--- src/rtl/fast_square_integrate_if.sv ---
// Sample stream from the fast-square combiner plus the result drain port.
// master: the side that produces samples and drains results.
// slave: the integrator.
interface fast_square_integrate_if #(
    parameter int IN_WIDTH  = 16,
    parameter int ACC_WIDTH = 32
) ();
    logic                        data_in_strobe;
    logic signed [IN_WIDTH-1:0]  i_in;
    logic signed [IN_WIDTH-1:0]  q_in;
    logic                        out_valid;
    logic                        out_ready;
    logic signed [ACC_WIDTH-1:0] i_out;
    logic signed [ACC_WIDTH-1:0] q_out;
    logic [7:0]                  out_tag;

    modport master (
        output data_in_strobe, i_in, q_in, out_ready,
        input  out_valid, i_out, q_out, out_tag
    );

    modport slave (
        input  data_in_strobe, i_in, q_in, out_ready,
        output out_valid, i_out, q_out, out_tag
    );
endinterface

--- src/rtl/fast_square_integrate.sv ---
// Integrate-and-dump of combiner I/Q over 2^log2_n samples per frequency step,
// with a settling window after each step and a FWFT result FIFO.
//
//   state  | meaning
//   IDLE   | disabled; nothing accumulated
//   SETTLE | discarding samples after a frequency step
//   ACCUM  | summing samples, dumping a word every N strobes
module fast_square_integrate #(
    parameter int IN_WIDTH       = 16,
    parameter int ACC_WIDTH      = 32,
    parameter int MAX_LOG2_N     = 16,
    parameter int SETTLE_SAMPLES = 2,
    parameter int LOG2_DEPTH     = 3
) (
    input  logic                  clock,
    input  logic                  reset,
    input  logic                  enable_i,
    input  logic [4:0]            log2_n_i,
    input  logic                  freq_step_i,
    fast_square_integrate_if.slave bus,
    output logic [LOG2_DEPTH:0]   fifo_level_o,
    output logic                  overflow_o
);
    localparam int DEPTH = 1 << LOG2_DEPTH;
    localparam int CNT_W = MAX_LOG2_N + 1;
    localparam int SET_W = (SETTLE_SAMPLES > 0) ? $clog2(SETTLE_SAMPLES + 1) : 1;

    typedef enum logic [1:0] {IDLE, SETTLE, ACCUM} state_t;

    state_t                      state_q, state_d;
    logic [SET_W-1:0]            settle_q, settle_d, settle_inc;
    logic [CNT_W-1:0]            remain_q, n_m1_q, n_m1_new;
    logic [4:0]                  log2_eff;
    logic signed [ACC_WIDTH-1:0] acc_i_q, acc_q_q, samp_i, samp_q, sum_i, sum_q;
    logic [7:0]                  freq_idx_q;
    logic                        enter_accum, take_sample, dump;

    logic [ACC_WIDTH-1:0]        mem_i [DEPTH];
    logic [ACC_WIDTH-1:0]        mem_q [DEPTH];
    logic [7:0]                  mem_t [DEPTH];
    logic [LOG2_DEPTH:0]         wr_q, rd_q, rd_next, level, level_after_pop, pop_ext;
    logic                        full, pop, push_ok;
    logic [ACC_WIDTH-1:0]        head_i_q, head_q_q;
    logic [7:0]                  head_t_q;

    assign log2_eff   = (log2_n_i > 5'(MAX_LOG2_N)) ? 5'(MAX_LOG2_N) : log2_n_i;
    assign n_m1_new   = (CNT_W'(1) << log2_eff) - CNT_W'(1);
    assign samp_i     = {{(ACC_WIDTH-IN_WIDTH){bus.i_in[IN_WIDTH-1]}}, bus.i_in};
    assign samp_q     = {{(ACC_WIDTH-IN_WIDTH){bus.q_in[IN_WIDTH-1]}}, bus.q_in};
    assign sum_i      = acc_i_q + samp_i;
    assign sum_q      = acc_q_q + samp_q;
    assign settle_inc = settle_q + SET_W'(1);
    assign dump       = take_sample && (remain_q == '0);

    // State register
    always_ff @(posedge clock or negedge reset) begin
        if (!reset) begin
            state_q  <= IDLE;
            settle_q <= '0;
        end else begin
            state_q  <= state_d;
            settle_q <= settle_d;
        end
    end

    // Next state; disable beats a frequency step, which beats any strobe
    always_comb begin
        state_d     = state_q;
        settle_d    = settle_q;
        enter_accum = 1'b0;
        take_sample = 1'b0;
        if (!enable_i) begin
            state_d = IDLE;
        end else if (freq_step_i && state_q != IDLE) begin
            state_d  = SETTLE;
            settle_d = '0;
        end else begin
            case (state_q)
                IDLE: begin
                    state_d  = SETTLE;
                    settle_d = '0;
                end
                SETTLE: begin
                    if (SETTLE_SAMPLES == 0) begin
                        state_d     = ACCUM;
                        enter_accum = 1'b1;
                    end else if (bus.data_in_strobe) begin
                        settle_d = settle_inc;
                        if (settle_inc == SET_W'(SETTLE_SAMPLES)) begin
                            state_d     = ACCUM;
                            enter_accum = 1'b1;
                        end
                    end
                end
                ACCUM: take_sample = bus.data_in_strobe;
                default: state_d = IDLE;
            endcase
        end
    end

    // Accumulators and remaining-sample down-counter
    always_ff @(posedge clock or negedge reset) begin
        if (!reset) begin
            acc_i_q  <= '0;
            acc_q_q  <= '0;
            remain_q <= '0;
            n_m1_q   <= '0;
        end else if (enter_accum) begin
            acc_i_q  <= '0;
            acc_q_q  <= '0;
            remain_q <= n_m1_new;
            n_m1_q   <= n_m1_new;
        end else if (dump) begin
            acc_i_q  <= '0;
            acc_q_q  <= '0;
            remain_q <= n_m1_q;
        end else if (take_sample) begin
            acc_i_q  <= sum_i;
            acc_q_q  <= sum_q;
            remain_q <= remain_q - CNT_W'(1);
        end else if (state_d != ACCUM) begin
            acc_i_q  <= '0;
            acc_q_q  <= '0;
        end
    end

    // Frequency index counts every step, even while idle
    always_ff @(posedge clock or negedge reset) begin
        if (!reset) freq_idx_q <= '0;
        else if (freq_step_i) freq_idx_q <= freq_idx_q + 8'd1;
    end

    // A frequency step always restarts accumulation, so the current index
    // is the index of the word's first sample.
    assign level           = wr_q - rd_q;
    assign full            = (level == (LOG2_DEPTH+1)'(DEPTH));
    assign pop             = bus.out_valid && bus.out_ready;
    assign pop_ext         = {{LOG2_DEPTH{1'b0}}, pop};
    assign rd_next         = rd_q + pop_ext;
    assign level_after_pop = level - pop_ext;
    assign push_ok         = dump && (!full || pop);

    // FIFO storage
    always_ff @(posedge clock) begin
        if (push_ok) begin
            mem_i[wr_q[LOG2_DEPTH-1:0]] <= sum_i;
            mem_q[wr_q[LOG2_DEPTH-1:0]] <= sum_q;
            mem_t[wr_q[LOG2_DEPTH-1:0]] <= freq_idx_q;
        end
    end

    // Pointers, sticky overflow, and a registered head that holds when empty
    always_ff @(posedge clock or negedge reset) begin
        if (!reset) begin
            wr_q       <= '0;
            rd_q       <= '0;
            overflow_o <= 1'b0;
            head_i_q   <= '0;
            head_q_q   <= '0;
            head_t_q   <= '0;
        end else begin
            rd_q <= rd_next;
            if (push_ok) wr_q <= wr_q + (LOG2_DEPTH+1)'(1);
            if (dump && full && !pop) overflow_o <= 1'b1;
            if (level_after_pop != '0) begin
                head_i_q <= mem_i[rd_next[LOG2_DEPTH-1:0]];
                head_q_q <= mem_q[rd_next[LOG2_DEPTH-1:0]];
                head_t_q <= mem_t[rd_next[LOG2_DEPTH-1:0]];
            end else if (push_ok) begin
                head_i_q <= sum_i;
                head_q_q <= sum_q;
                head_t_q <= freq_idx_q;
            end
        end
    end

    assign bus.out_valid = (level != '0);
    assign bus.i_out     = head_i_q;
    assign bus.q_out     = head_q_q;
    assign bus.out_tag   = head_t_q;
    assign fifo_level_o  = level;
endmodule

--- src/flat_wrapper.sv ---
// flat-port wrapper written by rule: the top's interface ports become plain ports
module fast_square_integrate_flat 
#(
    parameter int IN_WIDTH       = 16,
    parameter int ACC_WIDTH      = 32,
    parameter int MAX_LOG2_N     = 16,
    parameter int SETTLE_SAMPLES = 2,
    parameter int LOG2_DEPTH     = 3
)
  (clock, reset, enable_i, log2_n_i, freq_step_i, fifo_level_o, overflow_o, bus_data_in_strobe, bus_i_in, bus_q_in, bus_out_ready, bus_out_valid, bus_i_out, bus_q_out, bus_out_tag);
  fast_square_integrate_if #(.IN_WIDTH(IN_WIDTH), .ACC_WIDTH(ACC_WIDTH)) bus_i ();
  input  logic clock;
  input  logic reset;
  input  logic enable_i;
  input  logic [4:0] log2_n_i;
  input  logic freq_step_i;
  output logic [LOG2_DEPTH:0] fifo_level_o;
  output logic overflow_o;
  input wire logic [$bits(bus_i.data_in_strobe)-1:0] bus_data_in_strobe;
  input wire logic [$bits(bus_i.i_in)-1:0] bus_i_in;
  input wire logic [$bits(bus_i.q_in)-1:0] bus_q_in;
  input wire logic [$bits(bus_i.out_ready)-1:0] bus_out_ready;
  output wire logic [$bits(bus_i.out_valid)-1:0] bus_out_valid;
  output wire logic [$bits(bus_i.i_out)-1:0] bus_i_out;
  output wire logic [$bits(bus_i.q_out)-1:0] bus_q_out;
  output wire logic [$bits(bus_i.out_tag)-1:0] bus_out_tag;
  assign bus_i.data_in_strobe = bus_data_in_strobe;
  assign bus_i.i_in = bus_i_in;
  assign bus_i.q_in = bus_q_in;
  assign bus_i.out_ready = bus_out_ready;
  assign bus_out_valid = bus_i.out_valid;
  assign bus_i_out = bus_i.i_out;
  assign bus_q_out = bus_i.q_out;
  assign bus_out_tag = bus_i.out_tag;
  fast_square_integrate #(.IN_WIDTH(IN_WIDTH), .ACC_WIDTH(ACC_WIDTH), .MAX_LOG2_N(MAX_LOG2_N), .SETTLE_SAMPLES(SETTLE_SAMPLES), .LOG2_DEPTH(LOG2_DEPTH)) u_core (.clock(clock), .reset(reset), .enable_i(enable_i), .log2_n_i(log2_n_i), .freq_step_i(freq_step_i), .bus(bus_i), .fifo_level_o(fifo_level_o), .overflow_o(overflow_o));
endmodule
--- config.mk ---
export PLATFORM = sky130hd
export DESIGN_NAME = fast_square_integrate_flat
export DESIGN_NICKNAME = d
export VERILOG_FILES = /design/src/rtl/fast_square_integrate_if.sv /design/src/rtl/fast_square_integrate.sv /design/src/flat_wrapper.sv
export SDC_FILE = /design/constraint.sdc
export NUM_CORES = 1
export LEC_CHECK = 0
export CAP_MARGIN = 10
export CELL_PAD_IN_SITES_DETAIL_PLACEMENT = 1
export CELL_PAD_IN_SITES_GLOBAL_PLACEMENT = 1
export CORE_ASPECT_RATIO = 1.2
export CORE_MARGIN = 2
export CORE_UTILIZATION = 56
export DETAILED_ROUTE_END_ITERATION = 10
export HOLD_SLACK_MARGIN = 0.12
export PLACE_DENSITY = 0.85
export SLEW_MARGIN = 30
export SYNTH_ARGS = -nofsm -noshare
export SYNTH_HDL_FRONTEND = slang
export SYNTH_SLANG_ARGS = --single-unit
--- constraint.sdc ---
create_clock -name clock -period 17.6 [get_ports clock]
set_input_delay 3.52 -clock clock [delete_from_list [all_inputs] [get_ports clock]]
set_output_delay 3.52 -clock clock [all_outputs]
set_load 0.05 [all_outputs]
==> metrics.csv <==
stage,metric,value,unit
run_status,status,completed,
run,Max Cap Viol,0,
sta,Fin Clk Skew,0.02364,ns
drt,1st-iter DRT viols,1982,
yosys,ys flop type,edfxtp_1,
floorplan,Die ar.,62540,sq um
place,Buffers on Ports,120,
global_routing,initial antenna violation count,0,
global_routing,grt total ovfl,0,
yosys,"Seq/Total Area, Yosys",65.11,%
yosys,yosys warns,0,
worst_setup_path,flop2flop setup slack,11.66,ns
clocking,Num CTS Buffers,73,
yosys,Post-Syn Area per Cell,14.98,sq um
drt,Vias/cell,6.732,
worst_setup_path,Slowest Stage Delay on Critical Path,0.82,ns
global_routing,largest net degree at the start of global routing,74,
floorplan,I/O pin cnt,121,
sta,fin crit period,7.273,ns
drt,final wirelength,97140,microns
floorplan,Core Box Area,59710,sq um
clocking,Post-CTS Hold Fix Bufs,0,
floorplan,Die X,228.6,microns
floorplan,initial core utilization,56.78,%
worst_setup_path,worst-path maximum fanout,52,
clocking,clk_lat worst skew,0.63,ns
yosys,"FFs w/ async S/R, synth",24.90,%
place,routability-driven placement congestion ratio,0.8743,
sta,"Slew Viols, Final",0,
sta,Final period util,41.32,%
drt,WL per Instance,30.05,microns
yosys,Yosys reg bits,767,
cells_and_area,P&R area growth vs syn,13.36,%
pwr,PwrDens,158.0,nW/um^2
worst_setup_path,Reg-to-Reg End,u_core.bus.i_out[13]$_DFFE_PN0P_,
sta,slew of the pin with the lowest slew margin,1.054,ns
clocking,Root Buffer Master,clkbuf_16,
hold_path,worst hold endpoint,u_core.overflow_o$_DFFE_PN0P_,
worst_setup_path,reg2reg start,u_core.wr_q[0]$_DFFE_PN0P_,
global_routing,vias in the first global route,23644,
worst_setup_path,crit-path cells,clkdlybuf4s50_1 -> nor2b_1 -> nand2_1 -> nor2_1 -> buf_4 -> nand2_4 -> nor2_1 -> and4_4 -> buf_4,
cells_and_area,nets@finish,2492,
worst_setup_path,CP required,17.84,ns
cells_and_area,Filler Cell Count,5379,
yosys,Unique masters post-synth,94,
sta,Setup-failing EPs final,0,
yosys,Synth Cell Area,33910,sq um
sta,Max-slew headroom,29.24,%
cells_and_area,area of the multi-input gates,11250,sq um
yosys,Synth Instances,2264,
worst_setup_path,Slowest cell on crit path,buf_4,
pwr,Power Total,6.072,mW
cells_and_area,register area,22080,sq um
drt,drt pass-1 iters,7,
clocking,clock sink total,767,
worst_setup_path,startpoint type of the worst setup path,input port,
worst_setup_path,WP data arrival,7.51,ns
clocking,post-CTS sizing,0,
clocking,CTS Buffer Depth,3,
clocking,"Clk pin slew, worst setup/hold paths",0.06,ns
cells_and_area,diodes inserted,0,
clocking,Post-CTS Setup Bufs,0,
hold_path,worst hold path class,register to register,
sta,"Hold Vio Cnt, Final",0,
worst_setup_path,Setup CP Type,input port to register,
hold_path,hold path start,u_core.overflow_o$_DFFE_PN0P_,
drt,DRC viols,0,
floorplan,std cell rows,98,
worst_setup_path,CP endpoint kind,register,
sta,Achievable Freq,137.5,MHz
drt,"antenna viol nets, final",0,
yosys,Post-Syn Nets,2383,
clocking,CTS tree,yes,
cells_and_area,fraction of layout cells with a size suffix above 1,14.10,%
worst_setup_path,r2r worst-path depth,15,
sta,RSZ-0062 raised after global routing,false,
hold_path,Hold Path Cell Cnt,1,
cells_and_area,"commonest non-fill, non-tap cells in the layout","576 x edfxtp_1, 196 x nand2_1, 191 x dfrtp_1",
clocking,H-tree levels,3,
global_routing,first-pass GRT wire length,147500,microns
pwr,Leak,14.03,nW
yosys,Post-synth EDFFs,576,
place,post-DP HPWL,56830,microns
pwr,peak supply drop,0.1383,mV
sta,setup tns final,0,ns
drt,via count,21759,
floorplan,Die Y,273.6,microns
cells_and_area,"most common cell after layout, fill and taps aside",edfxtp_1,
global_routing,Total GRT Usage,31.38,%
-- worst max-delay path by stage --
stage / startpoint / to / slack (ns)
global placement: bus_out_ready / u_core.bus.i_out[27]$_DFFE_PN0P_ / 9.94
CTS: freq_step_i / u_core.mem_q[7][20]$_DFFE_PP_ / 10.39
global route: freq_step_i / u_core.mem_q[4][20]$_DFFE_PP_ / 10.13
floorplan: enable_i / u_core.mem_i[0][0]$_DFFE_PP_ / 4.92
detailed placement: freq_step_i / u_core.mem_q[7][24]$_DFFE_PP_ / 9.79
finish: freq_step_i / u_core.mem_q[7][20]$_DFFE_PP_ / 10.33
-- logic make-up after synthesis --
family,count (synthesis),synth area share (%)
adders and majority gates,76,2.871
DFF,767,65.11
muxes,178,10.59
xor gates and xnor gates,70,1.808
buffers and inverters,166,2.258
AOI/OAI and AO/OA,508,10.23
and+or+nand+nor,499,7.140
-- worst max-delay path: cells and delay by family --
kind | cells | cell delay [ns]
buffers and inverters | 3 | 1.75
AND/OR/NAND/NOR | 6 | 2.17
-- layer usage --
layer | track usage, % | up-vias | wire (microns)
li1 | - | 9077 | -
met1 | 39.64 | 11415 | 36770
met2 | 54.36 | 994 | 50200
met3 | 4.292 | 273 | 6056
met4 | 14.33 | 0 | 4109
met5 | 0 | - | 0
-- synth_stat cells (all sizes together) (43+ instances only) --
master    n  area share (%)
mux4    144             9.6
clkbuf   89             1.2
a31oi    53            0.98
o21ai    65            0.96
ha       73             2.7
xnor2    48             1.2
edfxtp  576              51
a21o     44            0.98
a21oi   114             1.7
nor3     43            0.63
a211oi   55             1.2
nand2   197             2.2
nor2b    55             1.0
nor2     84            0.95
a22o     57             1.5
dfrtp   191              14
-- through the flow --
stage / area (sq um) / utilization, % / instances / worst slack (ns) / hold WS (ns)
global route: 38440 / 64.37 / 3232 / 10.13 / 0.5093
detailed placement: 35920 / 60.15 / 3097 / 9.792 / 0.4587
global placement: 35900 / 60.12 / 3097 / 9.943 / 0.4433
CTS: 38330 / 64.20 / 3231 / 10.39 / 0.4759
floorplan: 33910 / - / 2264 / 4.920 / 0.4406
finish: 38440 / 64.37 / 3232 / 10.33 / 0.4718
-- final cells by class --
type                       count  area share (%)
timing repair buffer         160           3.997
clock inverter                31          0.9245
multi-input combinational   1331           29.28
sequential                   767           57.43
clock buffer                 103           5.368
inverter                      40          0.3906
tap                          800           2.604
-- power breakdown --
group          switching (mW)  internal [mW]
clock                   0.694          0.926
combinational            1.27          0.927
sequential              0.156           2.10
-- sequential cells by signal, indices dropped and copies added (netlist names), 17 cells and up --
register          count
u_core.mem_q        256
u_core.mem_t         64
u_core.acc_q_q       32
u_core.remain_q      17
u_core.mem_i        256
u_core.acc_i_q       32
u_core.bus.i_out     32
u_core.bus.q_out     32
u_core.n_m1_q        17
Power figures use the tool's default switching activity.
==> patch, RTL diff (same settings) <==
Make the reset (`reset`) synchronous in 4 clocked blocks.
--- a/src/rtl/fast_square_integrate.sv
+++ b/src/rtl/fast_square_integrate.sv
@@ -53,7 +53,7 @@
     assign dump       = take_sample && (remain_q == '0);
 
     // State register
-    always_ff @(posedge clock or negedge reset) begin
+    always_ff @(posedge clock) begin
         if (!reset) begin
             state_q  <= IDLE;
             settle_q <= '0;
@@ -99,7 +99,7 @@
     end
 
     // Accumulators and remaining-sample down-counter
-    always_ff @(posedge clock or negedge reset) begin
+    always_ff @(posedge clock) begin
         if (!reset) begin
             acc_i_q  <= '0;
             acc_q_q  <= '0;
@@ -125,7 +125,7 @@
     end
 
     // Frequency index counts every step, even while idle
-    always_ff @(posedge clock or negedge reset) begin
+    always_ff @(posedge clock) begin
         if (!reset) freq_idx_q <= '0;
         else if (freq_step_i) freq_idx_q <= freq_idx_q + 8'd1;
     end
@@ -150,7 +150,7 @@
     end
 
     // Pointers, sticky overflow, and a registered head that holds when empty
-    always_ff @(posedge clock or negedge reset) begin
+    always_ff @(posedge clock) begin
         if (!reset) begin
             wr_q       <= '0;
             rd_q       <= '0;
Formal check against the unedited RTL: same outputs for any inputs over 4 cycles, from zero or initial values and one cycle with reset low; that may be too few to reach the edited logic, so the function may still have changed.
==> patch against the unedited design <==
Die area shrank 3.0%. Sequential cell count is the same. Synthesized area shrank 3.1%. Highest routed layer unchanged. Via count grew 1.1%. Routed wire length grew 3.1%. Total power shrank 6.1%. First-iteration DRC count grew 24%. Count of clock-buffer cells in the layout grew 9. Non-clock buffer count shrank 2. Largest cell class unchanged. Worst setup slack lost 1300 ps. Design area shrank 2.6%.
==> patch: results (changes against the unedited design) <==
Synthesis
  • Async SR Flop Fraction: 0% (was 24.9%)
  • Post-synth net total: 2392 (was 2383)
  • Cells after Synth: 2273 (was 2264)
  • Commonest cells post-synth: 576 x edfxtp_1, 191 x dfxtp_1, 183 x nand2_1 (was 576 x edfxtp_1, 196 x nand2_1, 191 x dfrtp_1)
  • Sequential-to-total area share from yosys stat: 64.3% (was 65.1%)
  • Netlist cell types: 83 (was 94)
  • Top cells by area, synth: edfxtp_1 53%, dfxtp_1 12%, mux4_2 9.9% (was edfxtp_1 51%, dfrtp_1 14%, mux4_2 9.5%)

Hold path
  • Hold Crit Depth: 2 (was 1)
  • Hold Crit Start: u_core.n_m1_q[0] (was u_core.overflow_o)

Cells and area
  • Share of layout cells above drive strength 1: 14.3% (was 14.1%)
  • Fin nets: 2494 (was 2492)
  • Fin cells: 3177 (was 3232)

Place
  • Post-placement cell count: 3038 (was 3097)
  • RD Place Congestion: 0.882 (was 0.874)
  • Detailed-placement wirelength estimate: 56.1 mm (was 56.8 mm)

Global route
  • Initial antenna violation count: 1 (was 0)
  • Largest net degree at the start of global routing: 80 (was 74)
  • Vias in the first global route: 23.8k (was 23.6k)
  • Total Routing Usage GR: 33.0% (was 31.4%)
  • First-pass GRT wire length: 149 mm (was 147 mm)

Clock tree
  • Setup Buffers After CTS: 0 (unchanged)
  • Max Buffers Root-to-Sink: 3 (unchanged)
  • Num CTS Buffers: 76 (was 73)

Route
  • Drt pass-1 iters: 5 (was 7)
  • Drt via density: 6.93 (was 6.73)
  • Wire per inst: 31.5 um (was 30.1 um)
  • Iter 0 DRT Violations: 2466 (was 1982)

Setup path
  • Reg2Reg Capture Point: u_core.mem_q[4][29] (was u_core.bus.i_out[13])
  • Worst r2r src: u_core.remain_q[2] (was u_core.wr_q[0])
  • Crit path max fanout: 56 (was 52)
  • Slowest Stage Delay on Critical Path: 790 ps (was 820 ps)
  • WP data arrival: 8770 ps (was 7510 ps)
  • R2R setup slack: 12200 ps (was 11660 ps)
  • R2R depth: 9 (was 15)

STA
  • Skew final: 24.8 ps (was 23.6 ps)
  • Min Hold Slack: 463 ps (was 472 ps)

Run status
  • Status: finished, final reports clean (unchanged)

Pwr
  • Standby leakage power: 12.4 nW (was 14.0 nW)
  • Worst VDD drop: 0.231 mV (was 0.138 mV)
-- patch: cell types whose count changed in the layout (fill, tap and decap cells not counted), moves of 12 or more --
cell,delta
a21o_1,-28
nor2_1,+53
dfrtp_1,-191
a31oi_1,-39
nand2_1,-13
a22o_1,-26
a311oi_1,+36
a21oi_1,+17
nor3_1,-12
a22oi_1,+28
a221oi_1,+18
dfxtp_1,+191
-- patch: final cells by class --
| type | count | area [um2] |
|---|---|---|
| Sequential cell | 767 | 21100 |
| Fill cell | 5243 | 20800 |
| Multi-Input combinational cell | 1332 | 11300 |
| Clock buffer | 112 | 2170 |
| Timing Repair Buffer | 158 | 1540 |
| Tap cell | 742 | 928 |
| Clock inverter | 26 | 246 |
| Inverter | 40 | 151 |
-- patch: how the worst max path moves through the flow --
stage,endpoint,slack (ps),depth (start not counted)
2_1_floorplan,u_core.mem_i[1][0],5630,6
3_5_place_dp,u_core.mem_i[4][20],8940,10
6_report,u_core.mem_q[4][29],9070,10
4_1_cts,u_core.mem_q[4][29],9400,10
3_3_place_gp,u_core.mem_i[5][17],9250,10
5_1_grt,u_core.mem_q[4][29],8930,10
-- patch: per-layer routing --
| layer | GRT usage [%] | routed length (um) |
|---|---|---|
| met5 | 0 | 0 |
| met1 | 39.6 | 35800 |
| met4 | 17.2 | 5100 |
| met2 | 57.3 | 51900 |
| met3 | 5.14 | 7370 |
-- patch: worst reg2reg max path, stage by stage (launching register included) --
cell,delay [ps]
dfxtp_1,370
nor4_2,530
nand3_1,360
nor3_1,490
nand2_1,660
nor2_1,640
nand2_1,290
nor3_2,360
buf_4,440
buf_4,800
-- patch: cells by family after synthesis --
logic type / Yosys count / share of synthesized area, %
buffers and inverters: 174 / 2.07
DFF: 767 / 64.3
and+or+nand+nor: 509 / 7.19
muxes: 184 / 11.1
AOI/OAI and AO/OA: 488 / 10.4
xor gates and xnor gates: 75 / 2.00
adders and majority gates: 76 / 2.96
-- patch: per-stage QoR --
stage                     power [mW]  area, um2
after floorplan                 3.52      32900
after global placement          3.97      34800
after detailed placement        4.07      34900
after CTS                       5.70      37300
after global routing            5.89      37400
final                           5.70      37400
-- patch: report_power, final --
group | internal [mW] | leakage (nW) | total (mW) | switching, mW
sequential | 2.02 | 6.75 | 2.09 | 0.0763
combinational | 0.849 | 4.50 | 1.99 | 1.14
clock | 0.928 | 1.18 | 1.62 | 0.694
total | 3.80 | 12.4 | 5.70 | 1.91
